[config.mk]
export PLATFORM = sky130hd
export DESIGN_NAME = game_ctrl
export DESIGN_NICKNAME = d
export VERILOG_FILES = /design/src/rtl/ttt_pkg.sv /design/src/rtl/game_ctrl.sv
export SDC_FILE = /design/constraint.sdc
export NUM_CORES = 1
export LEC_CHECK = 0
export ABC_AREA = 1
export BUFFER_PORTS_ARGS = -buffer_cell sky130_fd_sc_hd__buf_2
export CAP_MARGIN = 20
export CORE_AREA = 2 2 74 48
export DETAILED_ROUTE_END_ITERATION = 10
export DIE_AREA = 0 0 76 50
export PLACE_DENSITY = 0.82
export SYNTH_ARGS = -nofsm -noshare
export SYNTH_HDL_FRONTEND = slang
export SYNTH_SLANG_ARGS = --single-unit
export TNS_END_PERCENT = 1
[constraint.sdc]
create_clock -name clk -period 1.85 [get_ports clk]
set_input_delay 0.0925 -clock clk [delete_from_list [all_inputs] [get_ports clk]]
set_output_delay 0.0925 -clock clk [all_outputs]
set_load 0.005 [all_outputs]
[src/rtl/ttt_pkg.sv]
// ttt_pkg: shared tic-tac-toe constants, cell/status codes and FSM state type
package ttt_pkg;
  localparam int N_CELLS = 9;
  localparam logic [1:0] EMPTY = 2'b00;
  localparam logic [1:0] P1 = 2'b01;
  localparam logic [1:0] P2 = 2'b10;
  localparam logic [1:0] NONE = 2'b00;
  localparam logic [1:0] P1_WIN = 2'b01;
  localparam logic [1:0] P2_WIN = 2'b10;
  localparam logic [1:0] TIE = 2'b11;
  typedef enum logic [1:0] {PLAY = 2'd0, CHECK = 2'd1, DONE = 2'd2} state_e;
endpackage

[src/rtl/game_ctrl.sv]
// game_ctrl: tic-tac-toe move sequencer with an external winner checker
module game_ctrl
  import ttt_pkg::*;
#(
  parameter logic [1:0] FIRST_PLAYER = 2'b01
) (
  input  logic        clk,
  input  logic        rst,
  input  logic        new_game,
  input  logic        move_valid,
  input  logic [3:0]  move_cell,
  input  logic [1:0]  status_in,
  output logic [17:0] board_out,
  output logic [1:0]  turn,
  output logic        move_ack,
  output logic        move_err,
  output logic        game_over,
  output logic [1:0]  winner,
  output logic [3:0]  move_count
);
  state_e state_q, state_d;
  logic [17:0] board_q, board_d, board_sh;
  logic [1:0] turn_q, turn_d, winner_q, winner_d;
  logic [3:0] cnt_q, cnt_d;
  logic ack_q, ack_d, err_q, err_d, legal;
  // a move is legal only on an on-board cell that is still empty
  assign board_sh = board_q >> {move_cell, 1'b0};
  assign legal = (move_cell < 4'(N_CELLS)) && (board_sh[1:0] == EMPTY);
  // next-state: new_game overrides everything, CHECK resolves the move just placed
  always_comb begin
    state_d = state_q;
    board_d = board_q;
    turn_d = turn_q;
    winner_d = winner_q;
    cnt_d = cnt_q;
    ack_d = 1'b0;
    err_d = 1'b0;
    if (new_game) begin
      state_d = PLAY;
      board_d = '0;
      turn_d = FIRST_PLAYER;
      winner_d = NONE;
      cnt_d = '0;
    end else if (state_q == PLAY) begin
      if (move_valid && legal) begin
        board_d = board_q | ({16'b0, turn_q} << {move_cell, 1'b0});
        cnt_d = cnt_q + 4'd1;
        ack_d = 1'b1;
        state_d = CHECK;
      end else begin
        err_d = move_valid;
      end
    end else begin
      err_d = move_valid;
      if (state_q == CHECK) begin
        winner_d = (status_in != NONE) ? status_in : (cnt_q == 4'(N_CELLS)) ? TIE : NONE;
        state_d = (winner_d != NONE) ? DONE : PLAY;
        turn_d = (winner_d != NONE) ? turn_q : (turn_q == P1) ? P2 : P1;
      end
    end
  end
  // state registers, cleared asynchronously so a reset takes effect immediately
  always_ff @(posedge clk or posedge rst) begin
    if (rst) begin
      state_q <= PLAY;
      board_q <= '0;
      turn_q <= FIRST_PLAYER;
      winner_q <= NONE;
      cnt_q <= '0;
      ack_q <= 1'b0;
      err_q <= 1'b0;
    end else begin
      state_q <= state_d;
      board_q <= board_d;
      turn_q <= turn_d;
      winner_q <= winner_d;
      cnt_q <= cnt_d;
      ack_q <= ack_d;
      err_q <= err_d;
    end
  end
  assign board_out = board_q;
  assign turn = (state_q == DONE) ? 2'b00 : turn_q;
  assign move_ack = ack_q;
  assign move_err = err_q;
  assign game_over = (state_q == DONE);
  assign winner = winner_q;
  assign move_count = cnt_q;
endmodule

Yosys cells after proc, flatten, opt, wreduce, memory -nomap -nowiden

Cells that the tools add are included.
W data, S select, Z words.

Register bits: 30
Input bits: 10
Output and inout bits: 29
Word-level logic and storage cells: 61

$add $sub $neg: 1
Magnitude comparators: 1
Equality and inequality tests: 7
Shift operators: 2
Multiplexer cells: 28
Bitwise operators: 1
Reduce and logical (&&, ||, !) cells: 14

Operator list:

| kind                  | number |
|---|---|
| $mux W18              | 3 |
| $mux W2               | 16 |
| $or A18 B18 Y18       | 1 |
| $shl A2 B5 Y18        | 1 |
| $shr A18 B5 Y2        | 1 |
| $mux W4               | 3 |
| $reduce_bool A2 Y1    | 5 |
| $mux W1               | 6 |
| $reduce_and A2 Y1     | 3 |
| $add A4 B1 Y4 const B | 1 |
| $eq A2 B1 Y1 const B  | 2 |
| $eq A4 B4 Y1 const B  | 1 |
| $logic_not A2 Y1      | 2 |
| $lt A4 B4 Y1 const B  | 1 |
| $ne A2 B2 Y1 const B  | 2 |
| $ne A3 B2 Y1 const B  | 1 |
| $reduce_and A3 Y1     | 1 |
| $reduce_bool A3 Y1    | 1 |
| $eq A2 B2 Y1 const B  | 1 |
| $logic_and A1 B1 Y1   | 2 |

Longest topological paths before layout

Depth after elaboration: 8
Gate-level depth with buffers: 11
Mapped depth without buffers: 10

Worst setup path after synthesis

No wires, ideal clock.

Kind: reg2reg
Start point: reg board_q[16] (netlist: board_out[16])
End point: reg board_q[10] (netlist: board_out[10])
Library setup time: 0.118 ns
Data arrival time: 1.164 ns
Required time: 1.732 ns
Setup slack: 0.568 ns
Cell stages (with the launch flop): 8
Buffers on the path: 1
Period minus slack after synthesis: 1.282 ns
Path through: dfrtp_1 > nor2_1 > nand3_1 > a21oi_4 > nand4_2 > buf_2 > nand3_1 > nand2_1

Longest elaborated chain between the ends: 6

RTL lines:

| element                             | line            | source |
|---|---|---|
| start, declared                     | game_ctrl.sv:22 | `logic [17:0] board_q, board_d, board_sh;` |
| start signal, assigned              | game_ctrl.sv:74 | `board_q <= board_d;` |
| $shr A18 B5 Y2                      | game_ctrl.sv:27 | `assign board_sh = board_q >> {move_cell, 1'b0};` |
| $logic_not A2 Y1                    | game_ctrl.sv:28 | `assign legal = (move_cell < 4'(N_CELLS)) && (board_sh[1:0] == EMPTY);` |
| $logic_and A1 B1 Y1                 | game_ctrl.sv:28 |  |
| $logic_and A1 B1 Y1                 | game_ctrl.sv:45 | `if (move_valid && legal) begin` |
| $reduce_bool A2 Y1 (no source line) | n/a             |  |
| $reduce_and A2 Y1 (no source line)  | n/a             |  |

Every way passes these cells.
A chain may end at the register's enable or synchronous reset.

Worst setup path after layout

Start point: reg board_q[2] (netlist: board_out[2])
End point: reg board_q[16] (netlist: board_out[16])

The elaborated chain is that of the path after synthesis.

==> out/metrics.csv <==
metric,value,unit
syn_avg_cell_area,7.742,um2
cts_tree,yes,
die_x,76,um
finalCritPeriodShare,87.51,%
vias_per_cell,5.474,
cts_resized,0,
antenna_found_initial,0,
timing.fmax,617.7,MHz
rsz0062_at_grt,false,
die_area,3800,um2
gr-total-overflow,0,
slowest_delay,420,ps
nFillCells,271,
critPathLaunch,board_out[2],
diodes,0,
die_h,50,um
syn_nets,236,
ys_ff_latch,30,
ys_seq_area_share,43.36,%
postSynthCellCount,224,
multi_input_area,822.0,um2
start_util,55.89,%
first_pass_iters,5,
report.final.hold_viol_count,0,
synth_edf_count,0,
power.total,1.379,mW
path_cells,"nor2_1, nor2_1, nor2_1, nand2_1, nand2_2, inv_2, nor2_4, buf_12, nand2_1, o21ai_1",
arrival,1830,ps
critical_path_required,2060,ps
worst-setup-path-type,reg -> reg,
r2r_cells,10,
postPlaceCellArea,1968,um2
drt_wl_total,4.390,mm
core,3103,um2
fin_util,66.21,%
vias,1697,
grt_use_total,24.90,%
cp.depth,10,
num_rows,16,
regArea,752.0,um2
grt_max_degree,31,
path_max_fanout,20,
hold_ws,108.4,ps
mostFrequentLayoutCells,"38 x buf_2, 36 x nand2_1, 36 x nor2_1, 29 x nand3_1, 29 x dfrtp_1",
ff2ff_setup_slack,230,ps
fin_skew,6.154,ps
leakagePower,1.178,nW
setup_violations,0,
wire_per_inst,14.16,um
drv_cap,0,
worst_pin_slew,498.6,ps
min_path_type,in -> reg,
drive_gt1_share,23.02,%
fin_ws,231.1,ps
drc,0,
fin_cells,310,
cts.clk_slew.worst_paths,60,ps
synth-main-ff-cell,dfrtp_1,
maxSlewHeadroom,66.64,%
htreeDepth,2,
grt_pass1_wl,7.217,mm
port_buffers,38,
grt_pass1_vias,1483,
r2r-end,board_out[16],
ant_nets,0,
place_ws,285.1,ps
clock_path_buffers,2,
ys_warn_count,0,
dp_cells,302,
cp_slowest_cell,dfrtp_1,
nets,277,
insertion_delay,290,ps
outcome,completed,
layout_commonest_cell,buf_2,
globalplace.congestion,0.8929,
timing.rr.start,board_out[2],
synth_cell_types,28,
crit_end,board_out[16],
cts-root-buf,clkbuf_8,
fin_area,2054,um2
start_kind,register,
power_density,671.4,nW/um2
cp-end-kind,register,
tns,0,ps
cp_num_buf_inv,2,
ios,39,
syn2layout_area_growth,18.47,%
hpwl,3.106,mm
slew_violations,0,
clock-sinks,30,
cts_buffers,5,
fin_crit,1619,ps
netlist_area,1734,um2
peakVddDrop,440.1,uV
crit_family,simple AND/OR/NAND/NOR gates,
drtIter0Drc,216,
crit_top_cell,nor2_1,
synthArstFlopShare,100.0,%
kinds of logic (layout without fill, tap and decap cells):
| logic type | after synthesis | after routing | synth area share, % |
|---|---|---|---|
| fa+ha+maj | 2 | 2 | 1.443 |
| flops | 30 | 30 | 43.36 |
| buf+inv | 36 | 77 | 9.235 |
| compound gates | 27 | 27 | 10.90 |
| simple gates | 127 | 127 | 34.05 |
| xor+xnor | 2 | 2 | 1.010 |
layer usage:
layer / track usage (%) / wire length (um) / up-vias
li1: - / - / 827
met4: 11.82 / 75 / 0
met3: 6.044 / 362 / 10
met5: 0 / 0 / -
met1: 35.60 / 2095 / 774
met2: 35.42 / 1857 / 86
registers in the layout, indices dropped and copies added (netlist names):
register,flops
move_err,1
winner,2
turn_q,2
board_out,18
move_ack,1
move_count,4
state_q,2
cell usage after synthesis (all sizes together), types with 2 or more instances:
| cell type | number | area, um2 |
|---|---|---|
| buf | 10 | 62.56 |
| ha | 2 | 25.02 |
| nand3 | 29 | 145.1 |
| a21oi | 2 | 21.27 |
| inv | 26 | 97.59 |
| nor2 | 37 | 146.4 |
| dfrtp | 29 | 725.7 |
| a31o | 2 | 17.52 |
| nand3b | 2 | 15.01 |
| xor2 | 2 | 17.52 |
| a21o | 4 | 30.03 |
| o21bai | 8 | 60.06 |
| nand4 | 19 | 125.1 |
| nand2 | 39 | 153.9 |
| o21ai | 9 | 45.04 |
repair_timing:
item | 4_1_cts | 5_1_grt
hold buffers | 1 | 0
hold endpoints to repair | 29 | 0
setup buffers | 0 | 0
worst min-delay path by stage:
stage                      start             to  cells past startpoint
detailed placement           rst       move_ack                      3
global route        move_cell[3]  board_out[16]                      3
global placement             rst       move_ack                      3
finish              status_in[0]      winner[0]                      3
floorplan                    rst   board_out[0]                      1
CTS                 status_in[0]      winner[0]                      3
final cells by class:
class | instances | share of cell area, %
clock buffer | 7 | 3.715
inverter | 26 | 4.750
tap | 45 | 2.741
multi-input combinational | 158 | 40.01
timing repair buffer | 44 | 12.18
sequential | 30 | 36.60
power by group:
group	internal, mW	total (mW)	switching, mW
sequential	0.671	0.683	0.0121
clock	0.258	0.496	0.237
combinational	0.0661	0.201	0.135
total	0.995	1.38	0.384
worst reg2reg max path: stages, from the launching register on:
cell and delay (ps):
dfrtp_1 420, nor2_1 130, nor2_1 50, nor2_1 120, nand2_1 80, nand2_2 90, inv_2 60, nor2_4 170
buf_12 170, nand2_1 100, o21ai_1 150
(Power assumes the default switching activity.)
